**src/rtl/pwm_pkg.sv**
```systemverilog
// rtl/pwm_pkg.sv - shared helpers for the multi-channel PWM generator
package pwm_pkg;

  // Widest duty word the helpers support; channels zero-extend into this.
  localparam int DUTY_W_MAX = 16;

  typedef logic [DUTY_W_MAX-1:0] duty_t;

  // Largest duty value for a given counter width (2**width - 1).
  function automatic duty_t max_duty(input int width);
    return duty_t'((32'd1 << width) - 32'd1);
  endfunction

  // One fade step toward target, saturating exactly at target.
  // Done one bit wider than the duty so neither direction can wrap.
  function automatic duty_t fade_next(input duty_t active, input duty_t target, input duty_t step);
    logic [DUTY_W_MAX:0] a;
    logic [DUTY_W_MAX:0] t;
    logic [DUTY_W_MAX:0] s;
    logic [DUTY_W_MAX:0] r;
    a = {1'b0, active};
    t = {1'b0, target};
    s = {1'b0, step};
    r = a;
    if (a < t) begin
      r = ((a + s) > t) ? t : (a + s);
    end else if (a > t) begin
      r = (a < (t + s)) ? t : (a - s);
    end
    return r[DUTY_W_MAX-1:0];
  endfunction

endpackage

```
**src/rtl/pwm_channel.sv**
```systemverilog
// rtl/pwm_channel.sv - one PWM channel: double-buffered duty, fade, compare
module pwm_channel
  import pwm_pkg::*;
#(
  parameter int WIDTH = 8,
  parameter int STEP  = 1
) (
  input  logic             clk12MHz,
  input  logic             resetn,
  input  logic [WIDTH-1:0] duty_in,
  input  logic             duty_load,
  input  logic             fade_en,
  input  logic             boundary,
  input  logic [WIDTH-1:0] timer,
  output logic             pwm_out,
  output logic             mismatch
);

  logic [WIDTH-1:0] target;
  logic [WIDTH-1:0] active;

  // Target register: last load before a boundary wins.
  always_ff @(posedge clk12MHz) begin
    if (!resetn) begin
      target <= '0;
    end else if (duty_load) begin
      target <= duty_in;
    end
  end

  // Active duty only moves at a period boundary, using the target held before this edge.
  always_ff @(posedge clk12MHz) begin
    if (!resetn) begin
      active <= '0;
    end else if (boundary) begin
      if (fade_en) begin
        active <= WIDTH'(fade_next(duty_t'(active), duty_t'(target), duty_t'(STEP)));
      end else begin
        active <= target;
      end
    end
  end

  // Registered compare drives the pin.
  always_ff @(posedge clk12MHz) begin
    if (!resetn) begin
      pwm_out <= 1'b0;
    end else begin
      pwm_out <= (timer < active);
    end
  end

  assign mismatch = (active != target);

endmodule

```
**src/rtl/pwm_multi_channel.sv**
```systemverilog
// rtl/pwm_multi_channel.sv - N-channel PWM with shared prescaled period counter
module pwm_multi_channel
  import pwm_pkg::*;
#(
  parameter int CHANNELS = 3,
  parameter int WIDTH    = 8,
  parameter int PRESCALE = 1,
  parameter int STEP     = 1
) (
  input  logic                      clk12MHz,
  input  logic                      resetn,
  input  logic [CHANNELS*WIDTH-1:0] duty_in,
  input  logic                      duty_load,
  input  logic                      fade_en,
  output logic [CHANNELS-1:0]       pwm_out,
  output logic                      period_start,
  output logic                      busy
);

  localparam int PW = (PRESCALE > 1) ? $clog2(PRESCALE) : 1;
  localparam logic [WIDTH-1:0] TIMER_MAX = WIDTH'(max_duty(WIDTH));

  logic [PW-1:0]       presc;
  logic [WIDTH-1:0]    timer;
  logic                tick;
  logic                boundary;
  logic [CHANNELS-1:0] mismatch;

  assign tick     = (presc == PW'(PRESCALE - 1));
  assign boundary = tick && (timer == TIMER_MAX);

  // Prescaler: one tick every PRESCALE clocks.
  always_ff @(posedge clk12MHz) begin
    if (!resetn) begin
      presc <= '0;
    end else begin
      presc <= tick ? '0 : presc + PW'(1);
    end
  end

  // Period timer wraps naturally; period_start marks the first cycle at zero.
  always_ff @(posedge clk12MHz) begin
    if (!resetn) begin
      timer        <= '0;
      period_start <= 1'b0;
    end else begin
      if (tick) begin
        timer <= timer + WIDTH'(1);
      end
      period_start <= boundary;
    end
  end

  // busy is high while any channel is still away from its target.
  always_ff @(posedge clk12MHz) begin
    if (!resetn) begin
      busy <= 1'b0;
    end else begin
      busy <= |mismatch;
    end
  end

  for (genvar i = 0; i < CHANNELS; i++) begin : g_ch
    pwm_channel #(
      .WIDTH (WIDTH),
      .STEP  (STEP)
    ) u_ch (
      .clk12MHz  (clk12MHz),
      .resetn    (resetn),
      .duty_in   (duty_in[i*WIDTH +: WIDTH]),
      .duty_load (duty_load),
      .fade_en   (fade_en),
      .boundary  (boundary),
      .timer     (timer),
      .pwm_out   (pwm_out[i]),
      .mismatch  (mismatch[i])
    );
  end

endmodule
```
**config.mk**
```make
export PLATFORM = sky130hd
export DESIGN_NAME = pwm_multi_channel
export DESIGN_NICKNAME = d
export VERILOG_FILES = /design/src/rtl/pwm_pkg.sv /design/src/rtl/pwm_channel.sv /design/src/rtl/pwm_multi_channel.sv
export SDC_FILE = /design/constraint.sdc
export NUM_CORES = 1
export LEC_CHECK = 0
export ABC_AREA = 1
export CORE_AREA = 2 2 142 144
export CTS_CLUSTER_SIZE = 40
export DETAILED_ROUTE_END_ITERATION = 7
export DIE_AREA = 0 0 144 146
export PLACE_DENSITY = 0.54
export SYNTH_ARGS = -nofsm -noshare
export SYNTH_HDL_FRONTEND = slang
export SYNTH_SLANG_ARGS = --single-unit
```
**constraint.sdc**
```tcl
create_clock -name clk12MHz -period 3.31 [get_ports clk12MHz]
set_input_delay 0.8275 -clock clk12MHz [delete_from_list [all_inputs] [get_ports clk12MHz]]
set_output_delay 0.8275 -clock clk12MHz [all_outputs]
set_load 0.005 [all_outputs]
```
==> qor.yml <==
hold_viol: 0
htreeDepth: 3
detail-route-antenna-nets: 0
grt_max_degree: 49
end_kind: "flop"
antenna_found_initial: 0
ys_types: 39
hold_start: "presc"
reg2reg_setup_slack_ns: 0.35
ys_async_sr_fraction: 0
dp_hpwl_um: 14300
yosysTopAreaCellShare: 0.191
pre_cts_slack_ns: 0.324
period_minus_slack_ns: 2.96
antenna-diode-count: 0
ys.flop_type: "dfxtp_1"
die_w_um: 144
dr.pass1.iters: 5
worstSetupPathType: "reg2reg"
drive_gt1_frac: 0.0713
dieArea_um2: 21000
finalSetupTns_ns: 0
grt_use_total: 0.187
p_total_w: 0.00214
cts_buffers: 9
crit_required_ns: 3.59
ctsHoldBuffers: 0
route.detailed.drc: 0
reg2reg_to: "g_ch[2].u_ch.active[6]"
p_per_area_nw_per_um2: 280
syn2layout_area_growth_pct: 13.2
nFillCells: 2085
synth-seq-cells: 62
max_freq_mhz: 338
seq_area_frac_synth: 0.184
nets: 1206
grt_pass1_wl_um: 31600
portBuffers: 32
relSlewSlack: 0.588
leakage_nw: 3.78
die_y_um: 146
r2r-start: "g_ch[2].u_ch.target[0]"
drt-vias-per-instance: 4.93
rsz0062_at_grt: "no"
synthesis.instances: 1044
cts.path.max_buffers: 2
avgSynthCellArea_um2: 6.45
synth-edff-count: 0
synth_common_cells: "234 x nand2_1, 145 x nand3_1, 133 x inv_1, 103 x ha_1, 90 x nor2_1"
clk_latency_ns: 0.34
clkTransAtPathRegs_ns: 0.06
grt_overflow: 0
irDropWorstVdd_mv: 0.244
synthTopCellsByArea: "ha_1 19%, dfxtp_1 18%, nand2_1 13%"
hp-class: "reg2reg"
setup_viol: 0
cts_tree: "done"
finalWorstSetupSlack_ns: 0.353
grt_pass1_vias: 6207
wl_per_cell_um: 14.1
start_kind: "flop"
synthesis.area_um2: 6740
synth.most_common_cell: "nand2_1"
num_vias: 6633
hold_depth: 2
globalplace.congestion: 0.861
first_iter_violations: 434
postRouteWirelength_um: 18900
synth_area_leader_cell: "ha_1"
reg2reg_depth: 17
syn_nets: 1175
drv_cap: 0
finalCritPeriodShare: 0.893
cts-root-buf: "clkbuf_16"
pin_count: 33
start_util: 0.348
cts.sinks: 62
worstPathMaxFanout: 12
status: "finished clean"
worstHoldEndpoint: "timer[1]"
worstPathArrival_ns: 3.24
finalClockSkew_ns: 0.00607
rows: 51
worst_pin_slew_ns: 0.619
drv_slew: 0
yosysWarnings: 0
coreArea_um2: 19300
-- worst max-delay path, stage by stage (launching register included) --
cell and delay (ns):
dfxtp_1 0.37, inv_1 0.14, nor3_1 0.37, nand3_1 0.20, nor3_1 0.21, xor2_1 0.17
ha_1 0.26, nand2_1 0.07, nand2_1 0.05, nand2_1 0.33, nand2_1 0.22, nand2_1 0.11
nand3_1 0.07, nand2_1 0.08, inv_1 0.04, nand2_1 0.05, nand2_1 0.06, a21oi_2 0.10
-- sequential cells by signal, summed over array words and instances, names as in the netlist --
name               cells
period_start           1
busy                   1
g_ch.u_ch.target      24
g_ch.u_ch.active      24
g_ch.u_ch.pwm_out      3
timer                  8
presc                  1
-- cells in the final DEF, fill, tap and decap left out, types with 2 or more instances in the layout --
| cell type | synthesis | routed |
|---|---|---|
| clkinv_2 | 0 | 3 |
| a21o_1 | 2 | 2 |
| clkbuf_1 | 13 | 2 |
| clkbuf_16 | 0 | 9 |
| nand2_1 | 234 | 233 |
| o21ai_0 | 43 | 43 |
| o21ai_2 | 2 | 2 |
| nor3_1 | 11 | 11 |
| dfxtp_1 | 62 | 62 |
| xnor2_1 | 6 | 6 |
| nor4_1 | 2 | 2 |
| nand2_4 | 2 | 2 |
| clkdlybuf4s50_1 | 0 | 32 |
| a31oi_1 | 3 | 3 |
| inv_2 | 3 | 3 |
| ha_1 | 103 | 103 |
| a211o_1 | 2 | 2 |
| nor2_1 | 90 | 90 |
| or2_2 | 2 | 2 |
| nand4_1 | 7 | 7 |
| a21oi_2 | 10 | 10 |
| nor3_2 | 2 | 2 |
| nand2_2 | 8 | 9 |
| a21oi_1 | 84 | 84 |
| nand3_2 | 6 | 6 |
| o21ai_4 | 2 | 2 |
| buf_4 | 6 | 15 |
| xor2_1 | 38 | 38 |
| nand3_1 | 145 | 145 |
| inv_1 | 133 | 133 |
| nor2_2 | 7 | 7 |
-- cells by family after synthesis --
kind of cell	after synthesis	synth area share
fa+ha+maj	103	0.191
simple gates	520	0.343
xor+xnor	44	0.0572
other cells	1	0.000557
flops	62	0.184
buf+inv	164	0.0986
compound gates	150	0.125
-- area by class of cell --
type | instances | area (um2) | share of cell area
Tap cell | 265 | 332 | 0.0435
Sequential cell | 62 | 1240 | 0.163
Inverter | 137 | 514 | 0.0675
Clock buffer | 12 | 246 | 0.0323
Clock inverter | 4 | 22.5 | 0.00296
Multi-Input combinational cell | 818 | 4830 | 0.634
Timing Repair Buffer | 47 | 433 | 0.0568
-- report_power, final --
part           leakage (nW)  total (W)  internal (W)  switching (W)
sequential            0.507   0.000802      0.000774      0.0000284
clock                 0.132   0.000884      0.000523       0.000361
combinational          3.14   0.000451      0.000166       0.000285
-- layer usage --
| metal | track usage | share of wire | wire, um | up-vias |
|---|---|---|---|---|
| met1 | 0.264 | 0.51 | 9570 | 3014 |
| met5 | 0 | 0 | 0 | - |
| met4 | 0.0466 | 0.010 | 195 | 0 |
| met2 | 0.297 | 0.45 | 8590 | 111 |
| met3 | 0.0267 | 0.031 | 586 | 19 |
| li1 | - | - | - | 3489 |
-- stage by stage --
stage,cell area (um2),cells,utilization,hold WS [ns]
final,7620,1345,0.394,0.546
after floorplan,6740,1044,-,0.489
after global routing,7620,1345,0.394,0.573
after CTS,7620,1345,0.394,0.546
after detailed placement,7350,1329,0.380,0.533
after global placement,7350,1329,0.380,0.513
-- how the worst max path moves through the flow --
stage / from / endpoint / slack (ns) / depth (start not counted)
CTS: g_ch[0].u_ch.target[0] / g_ch[0].u_ch.active[2] / 0.30 / 15
global route: g_ch[0].u_ch.target[0] / g_ch[0].u_ch.active[1] / 0.007 / 15
floorplan: g_ch[0].u_ch.target[0] / g_ch[0].u_ch.active[5] / 0.87 / 15
global placement: g_ch[2].u_ch.target[0] / g_ch[2].u_ch.active[6] / 0.34 / 17
finish: g_ch[2].u_ch.target[0] / g_ch[2].u_ch.active[6] / 0.35 / 17
detailed placement: g_ch[0].u_ch.target[0] / g_ch[0].u_ch.active[1] / 0.32 / 15
-- repair_timing --
action,4_1_cts,5_1_grt
buffers inserted,0,0
resized for setup,0,1
hold endpoints to repair,0,0
setup endpoints to repair,0,4
(Power assumes the default switching activity.)
